==> src/rtl/mips_pkg.sv <==
// Shared encodings for the EX-stage multiply/divide unit.
package mips_pkg;

  localparam int unsigned MD_WIDTH = 32;

  typedef enum logic [1:0] {
    MD_MULTU = 2'd0,
    MD_MULT  = 2'd1,
    MD_DIVU  = 2'd2,
    MD_DIV   = 2'd3
  } md_op_e;

  typedef enum logic [1:0] {
    MD_IDLE,
    MD_RUN,
    MD_FIX
  } md_state_e;

endpackage

==> src/rtl/ex_muldiv_unit_if.sv <==
// Request/result bundle between the EX stage and the multiply/divide unit.
interface ex_muldiv_unit_if #(
  parameter int unsigned WIDTH = mips_pkg::MD_WIDTH
);
  logic             start;
  logic [1:0]       op;
  logic [WIDTH-1:0] src_1;
  logic [WIDTH-1:0] src_2;
  logic             mthi;
  logic             mtlo;
  logic             busy;
  logic             done;
  logic [WIDTH-1:0] hi;
  logic [WIDTH-1:0] lo;

  modport master (
    output start, op, src_1, src_2, mthi, mtlo,
    input  busy, done, hi, lo
  );

  modport slave (
    input  start, op, src_1, src_2, mthi, mtlo,
    output busy, done, hi, lo
  );
endinterface

==> src/rtl/md_sign_fix.sv <==
// Conditional two's-complement negate: operand magnitudes on entry, result signs on FIX.
module md_sign_fix
  import mips_pkg::*;
#(
  parameter int unsigned WIDTH = MD_WIDTH
) (
  input  logic [2*WIDTH-1:0] wide_i,
  input  logic               wide_neg_i,
  input  logic [WIDTH-1:0]   narrow_i,
  input  logic               narrow_neg_i,
  output logic [2*WIDTH-1:0] wide_o,
  output logic [WIDTH-1:0]   narrow_o
);

  assign wide_o   = wide_neg_i   ? -wide_i   : wide_i;
  assign narrow_o = narrow_neg_i ? -narrow_i : narrow_i;

endmodule

==> src/rtl/ex_muldiv_unit.sv <==
// Bit-serial MULT/MULTU/DIV/DIVU into HI/LO; one iteration per cycle, busy stalls the pipe.
module ex_muldiv_unit
  import mips_pkg::*;
#(
  parameter int unsigned WIDTH = MD_WIDTH
) (
  input  logic              clk_i,
  input  logic              rst_n_i,
  ex_muldiv_unit_if.slave   md_if
);

  localparam int unsigned CntW = $clog2(WIDTH);

  md_state_e          state_q, state_d;
  md_op_e             op_q, op_d;
  logic [CntW-1:0]    count_q, count_d;
  logic [2*WIDTH-1:0] acc_q, acc_d;
  logic [WIDTH-1:0]   opnd_q, opnd_d;
  logic [WIDTH-1:0]   hi_q, hi_d;
  logic [WIDTH-1:0]   lo_q, lo_d;
  logic               res_neg_q, res_neg_d;
  logic               rem_neg_q, rem_neg_d;
  logic               done_q, done_d;

  md_op_e op_in;
  logic   in_signed, in_div, a_neg, b_neg, b_zero, op_div_q;
  assign op_in     = md_op_e'(md_if.op);
  assign in_signed = (op_in == MD_MULT) || (op_in == MD_DIV);
  assign in_div    = (op_in == MD_DIVU) || (op_in == MD_DIV);
  assign a_neg     = in_signed & md_if.src_1[WIDTH-1];
  assign b_neg     = in_signed & md_if.src_2[WIDTH-1];
  assign b_zero    = (md_if.src_2 == '0);
  assign op_div_q  = (op_q == MD_DIVU) || (op_q == MD_DIV);

  logic [2*WIDTH-1:0] fix_wide_in, fix_wide_out;
  logic [WIDTH-1:0]   fix_narrow_in, fix_narrow_out;
  logic               fix_wide_neg, fix_narrow_neg;

  // Entry feeds operands for abs; FIX feeds the result (product, or quotient + remainder).
  always_comb begin
    fix_wide_in    = {{WIDTH{1'b0}}, md_if.src_1};
    fix_wide_neg   = a_neg;
    fix_narrow_in  = md_if.src_2;
    fix_narrow_neg = b_neg;
    if (state_q == MD_FIX) begin
      fix_wide_neg   = res_neg_q;
      fix_narrow_in  = acc_q[2*WIDTH-1:WIDTH];
      fix_narrow_neg = rem_neg_q;
      fix_wide_in    = op_div_q ? {{WIDTH{1'b0}}, acc_q[WIDTH-1:0]} : acc_q;
    end
  end

  md_sign_fix #(
    .WIDTH (WIDTH)
  ) u_sign_fix (
    .wide_i       (fix_wide_in),
    .wide_neg_i   (fix_wide_neg),
    .narrow_i     (fix_narrow_in),
    .narrow_neg_i (fix_narrow_neg),
    .wide_o       (fix_wide_out),
    .narrow_o     (fix_narrow_out)
  );

  // Multiply: acc = {partial, multiplier}; add multiplicand on LSB, shift right.
  logic [WIDTH:0]     mul_sum;
  logic [2*WIDTH-1:0] mul_next;
  assign mul_sum  = {1'b0, acc_q[2*WIDTH-1:WIDTH]} + (acc_q[0] ? {1'b0, opnd_q} : '0);
  assign mul_next = {mul_sum, acc_q[WIDTH-1:1]};

  // Divide: acc = {remainder, quotient}; restoring shift-subtract.
  logic [WIDTH:0]     rem_sh;
  logic [WIDTH-1:0]   div_diff;
  logic               div_ge;
  logic [2*WIDTH-1:0] div_next;
  assign rem_sh   = {acc_q[2*WIDTH-1:WIDTH], acc_q[WIDTH-1]};
  assign div_ge   = rem_sh >= {1'b0, opnd_q};
  assign div_diff = rem_sh[WIDTH-1:0] - opnd_q;
  assign div_next = {(div_ge ? div_diff : rem_sh[WIDTH-1:0]), acc_q[WIDTH-2:0], div_ge};

  always_comb begin
    state_d   = state_q;
    op_d      = op_q;
    count_d   = count_q;
    acc_d     = acc_q;
    opnd_d    = opnd_q;
    hi_d      = hi_q;
    lo_d      = lo_q;
    res_neg_d = res_neg_q;
    rem_neg_d = rem_neg_q;
    done_d    = 1'b0;
    unique case (state_q)
      MD_IDLE: begin
        if (md_if.start) begin
          op_d      = op_in;
          count_d   = '0;
          // Divide-by-zero keeps quotient all-ones and remainder = raw dividend.
          res_neg_d = (a_neg ^ b_neg) & ~(in_div & b_zero);
          rem_neg_d = in_div & a_neg;
          acc_d     = {{WIDTH{1'b0}}, (in_div ? fix_wide_out[WIDTH-1:0] : fix_narrow_out)};
          opnd_d    = in_div ? fix_narrow_out : fix_wide_out[WIDTH-1:0];
          state_d   = MD_RUN;
        end else begin
          if (md_if.mthi) hi_d = md_if.src_1;
          if (md_if.mtlo) lo_d = md_if.src_1;
        end
      end
      MD_RUN: begin
        acc_d   = op_div_q ? div_next : mul_next;
        count_d = count_q + CntW'(1);
        if (count_q == CntW'(WIDTH - 1)) state_d = MD_FIX;
      end
      MD_FIX: begin
        hi_d    = op_div_q ? fix_narrow_out : fix_wide_out[2*WIDTH-1:WIDTH];
        lo_d    = fix_wide_out[WIDTH-1:0];
        done_d  = 1'b1;
        state_d = MD_IDLE;
      end
      default: state_d = MD_IDLE;
    endcase
  end

  always_ff @(posedge clk_i or negedge rst_n_i) begin
    if (!rst_n_i) begin
      state_q   <= MD_IDLE;
      op_q      <= MD_MULTU;
      count_q   <= '0;
      acc_q     <= '0;
      opnd_q    <= '0;
      hi_q      <= '0;
      lo_q      <= '0;
      res_neg_q <= 1'b0;
      rem_neg_q <= 1'b0;
      done_q    <= 1'b0;
    end else begin
      state_q   <= state_d;
      op_q      <= op_d;
      count_q   <= count_d;
      acc_q     <= acc_d;
      opnd_q    <= opnd_d;
      hi_q      <= hi_d;
      lo_q      <= lo_d;
      res_neg_q <= res_neg_d;
      rem_neg_q <= rem_neg_d;
      done_q    <= done_d;
    end
  end

  assign md_if.busy = (state_q != MD_IDLE);
  assign md_if.done = done_q;
  assign md_if.hi   = hi_q;
  assign md_if.lo   = lo_q;

endmodule

==> src/flat_wrapper.sv <==
// flat-port wrapper written by rule: the top's interface ports become plain ports
module ex_muldiv_unit_flat import mips_pkg::*;
#(
  parameter int unsigned WIDTH = MD_WIDTH
)
  (clk_i, rst_n_i, md_if_start, md_if_op, md_if_src_1, md_if_src_2, md_if_mthi, md_if_mtlo, md_if_busy, md_if_done, md_if_hi, md_if_lo);
  ex_muldiv_unit_if #(.WIDTH(WIDTH)) md_if_i ();
  input  logic clk_i;
  input  logic rst_n_i;
  input wire logic [$bits(md_if_i.start)-1:0] md_if_start;
  input wire logic [$bits(md_if_i.op)-1:0] md_if_op;
  input wire logic [$bits(md_if_i.src_1)-1:0] md_if_src_1;
  input wire logic [$bits(md_if_i.src_2)-1:0] md_if_src_2;
  input wire logic [$bits(md_if_i.mthi)-1:0] md_if_mthi;
  input wire logic [$bits(md_if_i.mtlo)-1:0] md_if_mtlo;
  output wire logic [$bits(md_if_i.busy)-1:0] md_if_busy;
  output wire logic [$bits(md_if_i.done)-1:0] md_if_done;
  output wire logic [$bits(md_if_i.hi)-1:0] md_if_hi;
  output wire logic [$bits(md_if_i.lo)-1:0] md_if_lo;
  assign md_if_i.start = md_if_start;
  assign md_if_i.op = md_if_op;
  assign md_if_i.src_1 = md_if_src_1;
  assign md_if_i.src_2 = md_if_src_2;
  assign md_if_i.mthi = md_if_mthi;
  assign md_if_i.mtlo = md_if_mtlo;
  assign md_if_busy = md_if_i.busy;
  assign md_if_done = md_if_i.done;
  assign md_if_hi = md_if_i.hi;
  assign md_if_lo = md_if_i.lo;
  ex_muldiv_unit #(.WIDTH(WIDTH)) u_core (.clk_i(clk_i), .rst_n_i(rst_n_i), .md_if(md_if_i));
endmodule
==> config.mk <==
export PLATFORM = sky130hd
export DESIGN_NAME = ex_muldiv_unit_flat
export DESIGN_NICKNAME = d
export VERILOG_FILES = /design/src/rtl/mips_pkg.sv /design/src/rtl/ex_muldiv_unit_if.sv /design/src/rtl/md_sign_fix.sv /design/src/rtl/ex_muldiv_unit.sv /design/src/flat_wrapper.sv
export SDC_FILE = /design/constraint.sdc
export NUM_CORES = 1
export LEC_CHECK = 0
export BUFFER_PORTS_ARGS = -buffer_cell sky130_fd_sc_hd__buf_2
export CAP_MARGIN = 20
export CORE_MARGIN = 1.5
export CORE_UTILIZATION = 30
export CTS_CLUSTER_DIAMETER = 40
export DETAILED_ROUTE_END_ITERATION = 10
export GPL_TIMING_DRIVEN = 0
export PLACE_DENSITY_LB_ADDON = 0.05
export REMOVE_ABC_BUFFERS = 1
export SYNTH_ARGS = -nofsm -noshare
export SYNTH_HDL_FRONTEND = slang
export SYNTH_SLANG_ARGS = --single-unit
==> constraint.sdc <==
create_clock -name clk_i -period 8.6 [get_ports clk_i]
set_input_delay 1.72 -clock clk_i [delete_from_list [all_inputs] [get_ports clk_i]]
set_output_delay 1.72 -clock clk_i [all_outputs]
set_load 0.02 [all_outputs]
==> After elaboration in Yosys (flattened, before gate mapping) <==
Cells that the tools add are included.
{ "word_totals": {"ff_bits": 172, "in_bits": 71, "out_inout_bits": 66, "wordCells": 76} }
{ "classes": {"addsub": 5, "magnitude_cmp": 1, "eq_ne": 13, "muxes": 27, "bitwise_logic": 7, "reduce_logical": 13} }
{ "ops": {"columns": ["cell", "n"], "rows": [
  ["2-to-1 mux 32 bit", 11],
  ["2-to-1 mux 64 bit", 5],
  ["one-hot mux 32 bit (2 select lines)", 2],
  ["one-hot mux 64 bit (2 select lines)", 1],
  ["negator 64 bit", 1],
  ["adder 32 x 33 -> 33 bit", 1],
  [">= comparator 33 x 32 -> 1 bit", 1],
  ["zero test 32 bit", 1],
  ["negator 32 bit", 1],
  ["subtractor 32 bit", 1],
  ["equality test 2 bit, second input constant", 5],
  ["one-hot mux 5 bit (2 select lines)", 1],
  ["!= test 2 bit, second input constant", 4],
  ["AND reduction 2 bit", 3],
  ["AND reduction 3 bit", 2],
  ["nonzero test 2 bit", 3],
  ["adder 5 x 1 -> 5 bit, second input constant", 1],
  ["AND 1 bit", 5],
  ["equality test 5 bit, second input constant", 1],
  ["2-to-1 mux 5 bit", 1],
  ["equality test 2 x 1 -> 1 bit, second input constant", 2],
  ["2-to-1 mux 2 bit", 2],
  ["one-hot mux 2 bit (2 select lines)", 1],
  ["logical OR 1 bit", 3],
  ["other kinds (5)", 7]
]} }

==> Longest topological paths before layout <==
{ "logic_depth": {"ltp_word": 9, "mapped_depth": 20, "mapped_depth_nobuf": 14} }

==> Modules after synthesis <==
A second synthesis with hierarchy kept.
{ "hier_totals": {"hier_cells": 2077, "hier_area_um2": 16090.4} }
{ "by_module_without_submodules": {"columns": ["mod", "n_inst", "cells_per_inst", "area_each_um2", "seq_area_each_um2"], "rows": [
  ["ex_muldiv_unit", 1, 1760, 13869.6, 4279.1],
  ["md_sign_fix", 1, 317, 2220.9, 0.0]
]} }

==> Worst setup path after synthesis <==
Ideal clock, no wire load.
{ "synth_timing": {"path_type": "register to register", "startpoint": "register u_core.state_q[0]", "endpoint": "register u_core.hi_q[26] (netlist: u_core.md_if.hi[26])", "setup_ns": 0.094, "arrival_time_ns": 3.905, "t_required_ns": 8.506, "slack_ns": 4.602, "stages_incl_launch_ff": 20, "path_buffers": 7, "synth_period_minus_slack_ns": 3.998, "cell_sequence": "dfrtp_1 > nand2b_1 > buf_4 > inv_2 > buf_6 > buf_6 > buf_2 > buf_2 > buf_4 > buf_2 > mux2i_1 > ha_1 > o2111a_1 > nand3_1 > nor4_2 > nand2_1 > or4_1 > nand3_1 > o21ai_1 > a221oi_2"} }
{ "synth_via": {"elab_chain_len": 6, "word_cells_on_any_way": 16, "cone_classes": "add/sub (2); eq/ne (3); mux (8); reduce/logical (3)"} }
{ "synth_rtl": {"columns": ["item", "line", "source"], "rows": [
  ["start: declaration", "ex_muldiv_unit.sv:14", "md_state_e state_q, state_d;"],
  ["start signal: assignment", "ex_muldiv_unit.sv:135", "state_q <= state_d;"],
  ["equality test 2 bit", "ex_muldiv_unit.sv:45, ex_muldiv_unit.sv:91", null],
  ["2-to-1 mux 64 bit / 2-to-1 mux 32 bit (equally long branches)", "ex_muldiv_unit.sv:45", "if (state_q == MD_FIX) begin"],
  ["negator 64 bit / negator 32 bit (equally long branches)", "md_sign_fix.sv:15, md_sign_fix.sv:16", null],
  ["2-to-1 mux 64 bit / 2-to-1 mux 32 bit (equally long branches)", "md_sign_fix.sv:15, md_sign_fix.sv:16", null],
  ["2-to-1 mux 32 bit", "ex_muldiv_unit.sv:113", "hi_d = op_div_q ? fix_narrow_out : fix_wide_out[2*WIDTH-1:WIDTH];"],
  ["one-hot mux 32 bit (2 select lines)", "ex_muldiv_unit.sv:91", "unique case (state_q)"],
  ["end signal: assignment", "ex_muldiv_unit.sv:140", "hi_q <= hi_d;"],
  ["end: declaration", "ex_muldiv_unit.sv:19", "logic [WIDTH-1:0] hi_q, hi_d;"]
]} }
Several ways; a longest one is shown, not always the timed one.
A chain may end at the register's enable or synchronous reset.

==> Worst setup path in the final report <==
{ "layout_timing": {"startpoint": "register u_core.state_q[0]", "endpoint": "register u_core.hi_q[24] (netlist: u_core.md_if.hi[24])"} }
Same word-level chain as after synthesis.

==> impl_metrics.json <==
{
  "finalCritPeriodShare": 0.6253,
  "yosys_warnings": 0,
  "num_rows": 84,
  "drv_cap": 0,
  "antenna_left": 0,
  "finalCriticalPeriod_ps": 5377,
  "final_cells": 2768,
  "placed_cells": 2734,
  "met1_usage": 0.3426,
  "grt_util_met3": 0.02014,
  "drc_errors": 0,
  "grt-busiest-layer": "met2",
  "criticalPathCategory": "flip-flop to flip-flop",
  "syn_inst": 2036,
  "power.internal_w": 0.003525,
  "ctsHtreeMaxLevel": 4,
  "p_per_area_mw_per_mm2": 400.2,
  "hpwl_um": 48310,
  "peakVddDrop_uv": 122.1,
  "critPathMaxStageDelay_ps": 930,
  "pwr-share-seq": 0.259,
  "synth-seq-cells": 171,
  "placedInstanceArea_mm2": 0.01735,
  "grt_pass1_wl_um": 96750,
  "yosysSeqAreaShare": 0.2683,
  "swShare": 0.5107,
  "portBuffers": 136,
  "hold_viol_final": 0,
  "final_nets": 2208,
  "diodes": 0,
  "path_cells": "nand2b_4, inv_8, mux2i_1, ha_1, o2111a_1, nand3_1, nor4_4, nand2_1, o31ai_1, xnor2_1, o22ai_1, a21oi_1",
  "synth.avg_cell_area_um2": 7.835,
  "power_switching_w": 0.003680,
  "totalPowerFinal_w": 0.007206,
  "initial_core_util": 0.3035,
  "overflow": 0,
  "yosysUniqueCellTypes": 77,
  "drive_gt1_frac": 0.1130,
  "clk_path_buf_depth": 2,
  "power_frac_clock": 0.118,
  "ios": 137,
  "worst_path_max_delay_cell": "nor4_4",
  "rsz0062_at_grt": "no",
  "crit_fanout": 110,
  "cp_top_family": "simple AND/OR/NAND/NOR gates",
  "fp.dieH_um": 233.6,
  "core_mm2": 0.05255,
  "antenna_found_initial": 1,
  "async_reset_ff_frac": 1.000,
  "status": "complete, no violations",
  "leakage_nw": 7.609,
  "netlist_top_cells_area": "dfrtp_1, mux2i_1, o21ai_0",
  "synth_area_mm2": 0.01595,
  "routedWlPerCell_um": 23.21,
  "slew_headroom": 0.2500,
  "fmax_mhz": 186.0,
  "required_ps": 8950,
  "synth_ff_type": "dfrtp_1",
  "cts-buffers-inserted": 17,
  "yosys.area.top_type_share": 0.2683,
  "die_w_um": 233.6,
  "synth-edff-count": 0,
  "viasPerCell": 5.530,
  "met2_usage": 0.3610,
  "first_global_vias": 14862,
  "grt_start_max_net_pins": 111,
  "clock_tree.root_cell": "clkbuf_16",
  "postCtsHoldBufs": 0,
  "clk_pin_slew_ps": 70,
  "cp.buffers_inverters": 1,
  "globalplace.congestion": 0.9394,
  "cts-resized-gates": 0,
  "finClkSkew_ps": 8.850,
  "design_area_mm2": 0.01800,
  "dr.pass1.iters": 5,
  "setup_viol": 0,
  "fin_util": 0.3426,
  "vias": 15307,
  "hold_path_class": "flip-flop to flip-flop",
  "yosysTopAreaCell": "dfrtp_1",
  "post-cts-setup-buffers": 0,
  "fp.dieArea_mm2": 0.05456,
  "combPwrFrac": 0.624,
  "arrival_ps": 5720,
  "drt_iter0_markers": 1065,
  "slew_viol_final": 0,
  "drt-total-wl_um": 64240,
  "clock-sinks": 171,
  "insertion_delay_ps": 470,
  "critPathLaunchType": "flip-flop",
  "crit_path_end_kind": "flip-flop",
  "worstMarginPinSlew_ps": 1118,
  "cts_tree": "yes",
  "area_growth_pct": 12.86,
  "track_usage": 0.2361
}
==> per-layer routing <==
layer,wire length (um),part of all wire
met1,32120,0.50
met2,28110,0.44
met3,2033,0.032
met4,1971,0.031
met5,0,0
==> cells in the final DEF (no fill, tap or decap), types with 40 or more instances in the layout <==
master	count
nor2_1	183
xor2_1	73
dfrtp_1	170
xnor2_1	70
o21ai_0	203
mux2i_1	171
buf_2	135
nand2_1	188
ha_1	68
inv_1	63
a211oi_1	41
a21oi_1	173
nor3_1	40
==> state kept, by name, summed over array words and instances (netlist names) <==
register and count:
u_core.op_q 1, u_core.acc_q 64, u_core.opnd_q 32, u_core.md_if.hi 32, u_core.state_q 2, u_core.count_q 5
u_core.md_if.done 1, u_core.rem_neg_q 1, u_core.res_neg_q 1, u_core.md_if.lo 32
==> through the flow <==
step           setup TNS, ps  worst slack (ps)  hold WS (ps)
3_3_place_gp         -194230             -2961         467.9
5_1_grt                    0              3073         548.3
3_5_place_dp               0              2907         480.8
6_report                   0              3223         488.1
2_1_floorplan              0              1904         449.4
4_1_cts                    0              3276         490.1
==> worst paths after layout <==
kind | start | endpoint | slack [ps] | cells past startpoint
max reg2reg | u_core.state_q[0] | u_core.md_if.hi[24] | 3220 | 12
max in group asynchronous | rst_n_i | u_core.rem_neg_q | 6380 | 2
min | u_core.count_q[3] | u_core.count_q[3] | 490 | 1
min in group asynchronous | rst_n_i | u_core.md_if.hi[8] | 1260 | 1
max | u_core.state_q[0] | u_core.md_if.hi[24] | 3220 | 12
min reg2reg | u_core.count_q[3] | u_core.count_q[3] | 490 | 1
==> cells in the mapped netlist (4+ instances only) <==
cell / number
xnor2_1: 70
mux2_2: 15
nor3b_1: 4
ha_1: 68
inv_1: 63
and2_1: 41
nand2b_1: 20
or3_1: 19
nand3_1: 39
o211ai_1: 27
or2_2: 4
nand4_1: 14
o21ai_1: 7
a211oi_1: 41
a221oi_1: 5
buf_1: 25
a22oi_1: 11
clkbuf_1: 96
dfrtp_1: 171
nor3_1: 40
nor2b_1: 14
mux2i_1: 171
nor2_1: 185
o21a_1: 10
o221ai_1: 5
a21oi_1: 174
o21ai_0: 203
o21bai_1: 11
buf_2: 17
a21o_1: 30
xor2_1: 73
a41oi_1: 8
nor4_1: 14
or4_1: 4
a211o_1: 6
o31ai_1: 22
and3_1: 10
a31oi_1: 25
nand2_1: 190
o22ai_1: 14
==> power groups by stage <==
stage / logic (W) / clock network (W) / registers, W
floorplan: 0.00305 / 0 / 0.00181
global placement: 0.00439 / 0 / 0.00192
detailed placement: 0.00447 / 0 / 0.00187
CTS: 0.00449 / 0.000869 / 0.00186
global route: 0.00502 / 0.000896 / 0.00193
finish: 0.00450 / 0.000847 / 0.00186
==> cell type report <==
cell class | instances | area, um^2
Sequential cell | 171 | 4283
Tap cell | 688 | 860.8
Fill cell | 5653 | 34550
Timing Repair Buffer | 154 | 1060
Clock buffer | 27 | 543.0
Clock inverter | 5 | 77.57
Inverter | 66 | 255.2
Multi-Input combinational cell | 1657 | 10920
==> cells by family (layout without fill, tap and decap cells) <==
kind of cell / count (synthesis) / in the layout / synth area share
AO/OA/AOI/OAI: 637 / 637 / 0.2432
buffers and inverters: 208 / 252 / 0.05169
multiplexers: 187 / 187 / 0.1188
AND/OR/NAND/NOR: 620 / 620 / 0.1838
XOR/XNOR: 143 / 143 / 0.07852
flip-flops: 171 / 171 / 0.2683
adder cells (fa/ha/maj): 70 / 70 / 0.05585
==> worst register-to-register path, cell delays in order, from the launching register on <==
cell,delay [ps]
dfrtp_1,470
nand2b_4,300
inv_8,530
mux2i_1,570
ha_1,350
o2111a_1,350
nand3_1,360
nor4_4,930
nand2_1,350
o31ai_1,580
xnor2_1,170
o22ai_1,230
a21oi_1,70
Power figures use the tool's default switching activity.
